### config.mk
export PLATFORM = sky130hd
export DESIGN_NAME = param_fifo_buffer
export DESIGN_NICKNAME = d
export VERILOG_FILES = /design/src/rtl/param_fifo_buffer.sv
export SDC_FILE = /design/constraint.sdc
export NUM_CORES = 1
export LEC_CHECK = 0
export CAP_MARGIN = 30
export CORE_AREA = 2 2 111 113
export CTS_BUF_LIST = sky130_fd_sc_hd__clkbuf_8
export DETAILED_ROUTE_END_ITERATION = 8
export DIE_AREA = 0 0 113 115
export DONT_BUFFER_PORTS = 1
export MAX_ROUTING_LAYER = met4
export PLACE_DENSITY = 0.71
export RECOVER_POWER = 100
export SETUP_SLACK_MARGIN = 0.2
export SYNTH_ARGS = -nofsm -noshare
export SYNTH_HDL_FRONTEND = slang
export SYNTH_SLANG_ARGS = --single-unit
### constraint.sdc
create_clock -name clk -period 2.7 [get_ports clk]
set_input_delay 0.54 -clock clk [delete_from_list [all_inputs] [get_ports clk]]
set_output_delay 0.54 -clock clk [all_outputs]
set_load 0.1 [all_outputs]
### src/rtl/param_fifo_buffer.sv
// Parametrised single-clock FIFO with occupancy count, sticky error flags and flush.
// Define BUFFER_FWFT_EN for first-word-fall-through reads; default is registered reads.
module param_fifo_buffer #(
    parameter int DATA_WIDTH = 8,
    parameter int DEPTH      = 16,
    parameter int AE_THRESH  = 4,
    parameter int AF_THRESH  = 12
) (
    input  logic                       clk,
    input  logic                       rst,
    input  logic                       flush,
    input  logic [DATA_WIDTH-1:0]      data_in,
    input  logic                       write_en,
    input  logic                       read_en,
    output logic [DATA_WIDTH-1:0]      data_out,
    output logic                       data_valid,
    output logic [$clog2(DEPTH):0]     count,
    output logic                       isEmpty,
    output logic                       nearEmpty,
    output logic                       nearFull,
    output logic                       isFull,
    output logic                       overflow,
    output logic                       underflow
);

    localparam int PTR_W = $clog2(DEPTH);
    localparam int CNT_W = PTR_W + 1;
    localparam logic [CNT_W-1:0] CNT_ZERO = CNT_W'(0);
    localparam logic [CNT_W-1:0] CNT_ONE  = CNT_W'(1);
    localparam logic [CNT_W-1:0] CNT_AE   = CNT_W'(AE_THRESH);
    localparam logic [CNT_W-1:0] CNT_AF   = CNT_W'(AF_THRESH);
    localparam logic [CNT_W-1:0] CNT_FULL = CNT_W'(DEPTH);
    localparam logic [CNT_W-1:0] CNT_TOP  = CNT_W'(DEPTH - 1);

    logic [DATA_WIDTH-1:0] mem_r [DEPTH];
    logic [PTR_W-1:0]      wr_ptr_r;
    logic [PTR_W-1:0]      rd_ptr_r;
    logic [CNT_W-1:0]      count_r;
    logic                  overflow_r;
    logic                  underflow_r;
    logic                  is_empty_s;
    logic                  is_full_s;
    logic                  near_empty_s;
    logic                  near_full_s;
    logic                  do_read_s;
    logic                  do_write_s;

    // Occupancy flags decoded from the registered count
    always_comb begin
        is_empty_s   = (count_r == CNT_ZERO);
        is_full_s    = (count_r == CNT_FULL);
        near_empty_s = (count_r >= CNT_ONE) && (count_r <= CNT_AE);
        near_full_s  = (count_r >= CNT_AF) && (count_r <= CNT_TOP);
    end

    // Accept decisions; flush suppresses both so it wins over traffic
    always_comb begin
        if (flush) begin
            do_read_s  = 1'b0;
            do_write_s = 1'b0;
        end else begin
            do_read_s  = read_en & ~is_empty_s;
            do_write_s = write_en & (~is_full_s | read_en);
        end
    end

    // Storage array, deliberately without reset
    always_ff @(posedge clk) begin
        if (do_write_s) begin
            mem_r[wr_ptr_r] <= data_in;
        end
    end

    // Pointers, occupancy count and sticky error flags
    always_ff @(posedge clk or negedge rst) begin
        if (!rst) begin
            wr_ptr_r    <= {PTR_W{1'b0}};
            rd_ptr_r    <= {PTR_W{1'b0}};
            count_r     <= CNT_ZERO;
            overflow_r  <= 1'b0;
            underflow_r <= 1'b0;
        end else if (flush) begin
            wr_ptr_r    <= {PTR_W{1'b0}};
            rd_ptr_r    <= {PTR_W{1'b0}};
            count_r     <= CNT_ZERO;
            overflow_r  <= 1'b0;
            underflow_r <= 1'b0;
        end else begin
            if (do_write_s) begin
                wr_ptr_r <= wr_ptr_r + PTR_W'(1);
            end
            if (do_read_s) begin
                rd_ptr_r <= rd_ptr_r + PTR_W'(1);
            end
            case ({do_write_s, do_read_s})
                2'b10:   count_r <= count_r + CNT_ONE;
                2'b01:   count_r <= count_r - CNT_ONE;
                default: count_r <= count_r;
            endcase
            if (write_en & is_full_s & ~read_en) begin
                overflow_r <= 1'b1;
            end
            if (read_en & is_empty_s) begin
                underflow_r <= 1'b1;
            end
        end
    end

`ifdef BUFFER_FWFT_EN
    // Head word is presented directly; read_en only acknowledges it
    always_comb begin
        data_out   = mem_r[rd_ptr_r];
        data_valid = ~is_empty_s;
    end
`else
    logic [DATA_WIDTH-1:0] dout_r;
    logic                  dvalid_r;

    // Registered read port: valid pulses for one cycle per accepted pop
    always_ff @(posedge clk or negedge rst) begin
        if (!rst) begin
            dout_r   <= {DATA_WIDTH{1'b0}};
            dvalid_r <= 1'b0;
        end else if (flush) begin
            dvalid_r <= 1'b0;
        end else if (do_read_s) begin
            dout_r   <= mem_r[rd_ptr_r];
            dvalid_r <= 1'b1;
        end else begin
            dvalid_r <= 1'b0;
        end
    end

    assign data_out   = dout_r;
    assign data_valid = dvalid_r;
`endif

    assign count     = count_r;
    assign isEmpty   = is_empty_s;
    assign isFull    = is_full_s;
    assign nearEmpty = near_empty_s;
    assign nearFull  = near_full_s;
    assign overflow  = overflow_r;
    assign underflow = underflow_r;

endmodule

# Word level (Yosys, flattened, before mapping)

Memories as Yosys holds them, arrays and structs flattened. A register that Yosys moved wholly into a read port is not among the register bits.
Index checks and enable logic that the tools add are counted.

Bits in writable memories: 128
Flip-flop bits (word level): 16
Input port bits: 13
Output and inout bits: 20
Memories: 1
Word-level logic and storage cells: 54

Bitwise logic cells: 10
Equality and inequality tests: 3
$lt $le $gt $ge: 4
$add $sub $neg: 4
Reductions and logical operators: 10
Multiplexer cells: 16

Memory list:

| name  | words | bits a word | read ports | clocked after Yosys merged registers in | write ports | RTL line | RTL |
|---|---|---|---|---|---|---|---|
| mem_r | 16    | 8           | 1          | 1                                       | 1           | 35       | `logic [DATA_WIDTH-1:0] mem_r [DEPTH];` |

Operator list:

| kind                                                               | number |
|---|---|
| 2-to-1 mux 4 bit                                                   | 4 |
| 2-to-1 mux 1 bit                                                   | 10 |
| case mux 5 bit (2 select lines)                                    | 1 |
| adder 4 x 1 -> 4 bit (second input constant)                       | 2 |
| nonzero test 2 bit                                                 | 4 |
| adder 5 x 1 -> 5 bit (second input constant)                       | 1 |
| bitwise AND 1 bit                                                  | 5 |
| equality test 5 bit (second input constant)                        | 1 |
| greater-or-equal comparator 5 x 1 -> 1 bit (second input constant) | 1 |
| greater-or-equal comparator 5 x 4 -> 1 bit (second input constant) | 1 |
| less-or-equal comparator 5 x 3 -> 1 bit (second input constant)    | 1 |
| less-or-equal comparator 5 x 4 -> 1 bit (second input constant)    | 1 |
| logical NOT 5 bit                                                  | 1 |
| 2-to-1 mux 5 bit                                                   | 1 |
| subtractor 5 x 1 -> 5 bit (second input constant)                  | 1 |
| NOT 1 bit                                                          | 4 |
| nonzero test 3 bit                                                 | 1 |
| equality test 2 x 1 -> 1 bit (second input constant)               | 1 |
| equality test 2 bit (second input constant)                        | 1 |
| logical AND 1 bit                                                  | 2 |
| AND reduction 2 bit                                                | 1 |
| logical NOT 1 bit                                                  | 1 |
| OR 1 bit                                                           | 1 |

# Logic depth before layout (Yosys ltp)

Gate-level depths: netlist of run 1.

Word-level depth: 8
Gate-level depth with buffers: 7
Gate-level depth less buffers: 7

# Worst setup path after synthesis of run 1

No wires, ideal clock.

Path type: flip-flop to flip-flop
Start: register count_r[1] (netlist: count[1])
End: memory mem_r[0][0], enable pin
Data arrival time: 3.351 ns
Path buffers: 0
Stages on the path, launching flop included: 8
Library setup time: 0.383 ns
Data required time: 2.317 ns
Slack: -1.035 ns
Path through: dfrtp_1 -> inv_1 -> ha_1 -> nand4bb_1 -> inv_1 -> a211oi_1 -> nand2_1 -> nor3_1

Cells in the longest elaborated chain, start to end: 7

Ends and longest elaborated chain:

| element                                | RTL line | RTL |
|---|---|---|
| from (decl)                            | 38       | `logic [CNT_W-1:0] count_r;` |
| from (signal assigned)                 | 96       | `2'b10: count_r <= count_r + CNT_ONE;` |
| from (signal assigned)                 | 97       | `2'b01: count_r <= count_r - CNT_ONE;` |
| from (signal assigned)                 | 98       | `default: count_r <= count_r;` |
| equality test 5 bit                    | 51       | `is_full_s = (count_r == CNT_FULL);` |
| via isFull                             | 21       | `output logic isFull,` |
| NOT 1 bit                              | 63       | `do_write_s = write_en & (~is_full_s \| read_en);` |
| OR 1 bit                               | 63       |  |
| bitwise AND 1 bit                      | 63       |  |
| 2-to-1 mux 1 bit                       | 58       | `if (flush) begin` |
| 2-to-1 mux 1 bit                       | 69       | `if (do_write_s) begin` |
| 2-to-1 mux 1 bit (implied by the code) | 70       | `mem_r[wr_ptr_r] <= data_in;` |
| to (decl)                              | 35       |  |

The timed path passes the listed nets, and every way through them passes these cells.

# Worst setup path in the final report of run 1

Start: register count_r[2] (netlist: count[2])
End: output nearEmpty

Cells in the longest elaborated chain, start to end: 2
Elaborated cells between the ends (all ways): 3

Ends and longest elaborated chain:

| element                                                                                               | RTL line | RTL |
|---|---|---|
| greater-or-equal comparator 5 x 1 -> 1 bit or less-or-equal comparator 5 x 3 -> 1 bit (tied branches) | 52       | `near_empty_s = (count_r >= CNT_ONE) && (count_r <= CNT_AE);` |
| logical AND 1 bit *                                                                                   | 52       |  |
| to (decl)                                                                                             | 19       | `output logic nearEmpty,` |

Every way passes the cells marked *; elsewhere a longest branch is shown, timed or not.

==> results.toml, run 1 <==
[outcome]
status = "finished, violations left"
violations = "DRC"

[cts]
clock-sinks = 152
clk_pin_slew_ns = 0.08
cts_root_buffer = "clkbuf_8"
h-tree-depth = 4
numCtsBuffers = 17
clk_latency_ns = 0.45
cts_tree = "done"
cts_max_path_buffers = 2

[worst_setup_path]
crit_chain = "buf_12 -> or3_1 -> o221a_4"
endpoint_kind = "output port"
arrival_ns = 1.97
crit_slowest_cell = "dfrtp_4"
worst-path-buf-inv = 1
cp-start-kind = "flop"
crit_required_ns = 2.16
cp_top_family = "flip-flops"
cp_max_fo = 7
critical_path_class = "reg2out"
critPathMaxStageDelay_ns = 0.51

[global_route]
grt_pass1_vias = 3474
use_met3_pct = 5.11
antenna_found_initial = 0
grt.total_usage_pct = 21.9
grt_pass1_wl_um = 19900
grt_util_met1_pct = 28.3
grtUsageMet2_pct = 34.1
grt_max_degree = 28
grt_overflow_total = 0
busiest_layer = "met2"

[power_and_ir_drop]
power_density_nw_per_um2 = 919
swShare_pct = 38.6
p_total_mw = 6.51
pwr-share-seq_pct = 49.0
ir_drop_mv = 0.469
power_switching_mw = 2.51
combPwrFrac_pct = 26.7
internal_power_mw = 3.99
p_leak_nw = 2.27
p_clk_share_pct = 24.3

[synthesis]
ys_types = 45
synth_flop_cell = "edfxtp_1"
syn_inst = 391
yosys_warnings = 0
ys_ff_latch = 152
syn_nets = 414
postSynthAreaPerCell_um2 = 16.1
ys_seq_area_share_pct = 70.6
async_flop_share_pct = 15.8
synth_edf_count = 128
syn_area_um2 = 6290

[die]
io_pins = 33
rows = 40
start_util_pct = 53.3
die_w_um = 113
fp.dieH_um = 115
die_area_um2 = 13000
core_um2 = 11800

[timing]
min_period_ns = 2.51
hold_violations = 0
clock_skew_ns = 0.0108
fmax_mhz = 399
worstMarginPinSlew_ns = 1.46
drv_slew = 0
rsz0062_at_grt = "yes"
finalCritPeriodShare_pct = 92.9
setup_viol = 0
maxSlewHeadroom_pct = 2.53

[detailed_routing]
vias = 3404
routed_wl_um = 12900
route.detailed.drc = 6
post_drt_wl_per_cell_um = 22.6
dr.pass1.iters = 6
drt_iter0_drc = 284
viasPerCell = 5.97
antenna_left = 0

[finish]
synthToLayoutAreaGrowth_pct = 12.5
finish.utilization_pct = 60.0
antenna_cells = 0
drive_above_1_share_pct = 23.6
final_cell_area_um2 = 7080
nets = 433

[flow_run]
maxCapViolCount = 0

[placed_design]
placed_area_um2 = 6690
hpwlAfterDp_um = 8410
portBuffers = 0
gp_congestion = 0.798

[hold_path]
hold_path_class = "in2reg"
==> path summary, 6_finish.rpt <==
path	startpoint	end	slack, ns	cells past startpoint
worst max-delay path	count[2]	nearEmpty	0.19	3
worst min-delay path	flush	rd_ptr_r[1]	0.14	1
worst max register to register	count[1]	mem_r[1][7]	0.22	7
worst min register to register	wr_ptr_r[1]	wr_ptr_r[1]	0.63	2
max in group asynchronous	rst	count[2]	0.68	2
min in group asynchronous	rst	data_out[7]	0.98	2
==> power by group through the flow <==
stage          clock network [mW]  registers, mW  logic, mW
6_report                     1.58           3.19       1.74
3_5_place_dp                    0           3.23       1.64
3_3_place_gp                    0           3.23       1.62
5_1_grt                      1.69           3.20       1.84
4_1_cts                      1.61           3.19       1.72
2_1_floorplan                   0           3.43       1.14
==> logic make-up (layout without fill, tap and decap cells) <==
logic type | count (synthesis) | count (layout) | synth area share [%]
muxes | 50 | 50 | 11.2
adders and majority gates | 10 | 10 | 1.99
and+or+nand+nor | 95 | 95 | 7.54
xor gates and xnor gates | 6 | 6 | 0.835
DFF | 152 | 152 | 70.6
AOI/OAI and AO/OA | 47 | 47 | 5.49
buffers and inverters | 31 | 63 | 2.37
==> cells in the mapped netlist, drive strengths merged, types with 2 or more instances <==
library cell	number	share of area, %
a211oi	3	0.36
a21oi	5	0.40
a22oi	26	3.1
a31oi	2	0.20
and3	2	0.22
buf	13	1.1
clkbuf	7	0.42
dfrtp	24	9.5
edfxtp	128	61
ha	10	2.0
inv	10	0.60
mux2i	33	5.2
mux4	16	5.7
nand2	16	0.95
nand2b	4	0.40
nand3	22	1.7
nor2	30	1.9
nor2b	2	0.20
nor3	10	0.80
o211ai	2	0.24
o21a	2	0.24
o21ai	3	0.24
or2b	2	0.26
xnor2	3	0.42
xor2	3	0.42
==> timing repair <==
action | 4_1_cts | 5_1_grt
pin swaps | 2 | 4
hold buffers | 2 | 0
setup endpoints to repair | 3 | 16
resized for setup | 11 | 7
buffers inserted | 0 | 4
endpoints found under the hold margin | 24 | 0
gates cloned | 0 | 1
==> layout by cell type (no fill, tap or decap), drive strengths merged, types with 2 or more instances in the layout <==
cell and n:
mux2i 33, dfrtp 24, edfxtp 128, or2b 2, ha 10, nand2 16, o21ai 3, mux4 16
a22oi 26, clkbuf 23, nor2b 2, xor2 3, a211oi 3, clkinv 7, o211ai 2, inv 13
and3 2, o21a 2, xnor2 3, a31oi 2, nor3 10, nand2b 4, clkinvlp 6, nand3 22
buf 12, nor2 30, a21oi 5
==> sequential cells by signal, summed over array words and instances (netlist names) <==
name,flops
mem_r,128
data_out,8
count,5
rd_ptr_r,4
wr_ptr_r,4
data_valid,1
overflow,1
underflow,1
==> final cells by class <==
cell class	count	area [um2]
repair buffers	19	181
well taps	147	184
clock buffers	17	234
flip-flops and latches	152	4460
inverters	11	60.1
repair inverters	1	5.00
clock inverters	15	129
multi-input cells	208	1830
fillers	860	4730
==> metrics by stage <==
step | TNS (ns) | worst slack (ns) | hold WS (ns) | cells
floorplan | -8.24 | -0.139 | 0.244 | 391
global placement | 0 | 0.144 | 0.245 | 530
detailed placement | 0 | 0.219 | 0.245 | 531
CTS | 0 | 0.172 | 0.115 | 565
global route | 0 | 0.110 | 0.121 | 570
finish | 0 | 0.192 | 0.144 | 570
==> per-layer routing <==
metal / wire length (um) / part of all wire [%]
met1: 5630 / 44
met2: 6290 / 49
met3: 650 / 5.1
met4: 293 / 2.3
met5: 0 / 0
No activity file was read; power rests on OpenSTA's default activity.
==> run 2: changes to the inputs <==
HOLD_SLACK_MARGIN = 0.06   (was unset)
==> results of run 2 <==
Same layout as run 1: the final DEF is identical, and so are final timing and power.
==> run 3: changes to the inputs <==
SLEW_MARGIN = 30   (was unset)
==> results.toml, run 3 (synthesized netlist as in run 1, its figures left out) <==
[outcome]
status = "finished, violations left"
violations = "DRC"

[placed_design]
hpwlAfterDp_um = 8520
placed_area_um2 = 6690
gp_congestion = 0.798
dp_worst_setup_slack_ns = 0.224
portBuffers = 0

[power_and_ir_drop]
combPwrFrac_pct = 26.7
internal_power_mw = 4.02
ir_drop_mv = 0.450
p_clk_share_pct = 24.9
p_leak_nw = 2.29
pwr-share-seq_pct = 48.4
power_density_nw_per_um2 = 923
power_switching_mw = 2.57
swShare_pct = 39.0

[global_route]
grt_pass1_vias = 3547
grt_max_degree = 28
antenna_found_initial = 0
grt.total_usage_pct = 22.4
grt_overflow_total = 0
grt_pass1_wl_um = 20300

[worst_setup_path]
cp_max_fo = 6
setup.worst_path.start = "count[1]"
rrSetupSlack_ns = 0.22
crit_required_ns = 2.16
critical_path_class = "reg2out"
r2r-start = "count[1]"
crit_path_end = "nearEmpty"
reg2reg_to = "mem_r[9][0]"
r2r_cells = 7
cp-start-kind = "flop"
endpoint_kind = "output port"
arrival_ns = 2.01

[finish]
top_register = "mem_r"
mostFrequentLayoutCells = "128 x edfxtp_1, 33 x mux2i_1, 26 x a22oi_1"
layout_commonest_cell = "edfxtp_1"
antenna_cells = 0
nets = 433
synthToLayoutAreaGrowth_pct = 13.5
drive_above_1_share_pct = 25.3
final_cell_area_um2 = 7140
largest_reg_flops = 128

[timing]
clock_skew_ns = 0.0123
setup_slack_ns = 0.155
maxSlewHeadroom_pct = 1.47
drv_slew = 0
min_period_ns = 2.55
worstMarginPinSlew_ns = 1.48
tns_ns = 0
setup_viol = 0
hold_violations = 0
finalCritPeriodShare_pct = 94.3
fmax_mhz = 393
rsz0062_at_grt = "yes"

[flow_run]
maxCapViolCount = 0

[die]
core_um2 = 11800
fp.dieH_um = 115
die_w_um = 113
die_area_um2 = 13000
io_pins = 33
rows = 40
start_util_pct = 53.3

[detailed_routing]
post_drt_wl_per_cell_um = 22.8
viasPerCell = 6.04
route.detailed.drc = 6
drt_iter0_drc = 246
antenna_left = 0
vias = 3443
dr.pass1.iters = 6
routed_wl_um = 13000

[hold_path]
hold_path_class = "in2reg"

[cts]
cts_max_path_buffers = 2
cts_tree = "done"
numCtsBuffers = 17
h-tree-depth = 4
clk_pin_slew_ns = 0.09
clk_latency_ns = 0.46
cts_root_buffer = "clkbuf_8"
clock-sinks = 152
==> run 3: changes by cell type in the layout (fill, tap and decap cells not counted), sizes merged <==
cell	previous run	this run
clkinvlp	6	5
buf	12	13
inv	13	14
clkbuf	23	22
==> run 3: critical path, stage by stage, from the launching register on <==
cell and delay, ns:
dfrtp_4 0.53, buf_12 0.19, or3_1 0.44, o221a_4 0.39
==> run 3: area by class of cell <==
| class | instances | area [um2] |
|---|---|---|
| clock buffer | 17 | 234 |
| sequential | 152 | 4460 |
| fill | 863 | 4670 |
| timing repair buffer | 19 | 185 |
| tap | 147 | 184 |
| clock inverter | 15 | 143 |
| inverter | 11 | 60.1 |
| timing repair inverter | 1 | 5.00 |
| multi-input combinational | 208 | 1870 |
==> run 3: worst min-delay path by stage <==
stage / start / end / slack, ns / cells past startpoint
after global placement: rst / rd_ptr_r[2] / 0.25 / 0
after CTS: flush / count[3] / 0.10 / 1
after global routing: flush / rd_ptr_r[1] / 0.10 / 1
after detailed placement: rst / rd_ptr_r[2] / 0.25 / 0
final: flush / rd_ptr_r[1] / 0.13 / 1
after floorplan: rst / count[4] / 0.24 / 0
==> run 3: what timing repair did <==
item	in CTS	in global routing
setup buffers	1	4
gates resized for setup	14	4
hold endpoints to repair	24	0
setup endpoints to repair	3	11
hold buffers	2	0
pin swaps	3	3
cloned	0	1
==> run 3: metal layers <==
layer / share of wire [%] / up-vias / track usage, %
met5: 0 / - / -
met4: 2.4 / 0 / 9.84
met3: 5.8 / 22 / 5.64
met2: 49 / 103 / 35.2
met1: 43 / 1766 / 28.0
li1: - / 1552 / -
==> run 3: power by group through the flow <==
stage               Clock [mW]  Sequential, mW  Combinational [mW]
floorplan                    0            3.43                1.14
global placement             0            3.23                1.62
detailed placement           0            3.24                1.64
CTS                       1.66            3.19                1.74
global route              1.75            3.21                1.87
finish                    1.64            3.19                1.76
==> run 3: through the flow <==
stage	power, mW	hold WS, ns	std cells	util, %
final	6.59	0.132	570	60.4
after global placement	4.85	0.245	530	56.6
after floorplan	4.57	0.244	391	-
after detailed placement	4.88	0.245	530	56.6
after global routing	6.83	0.105	570	60.4
after CTS	6.59	0.105	565	60.7
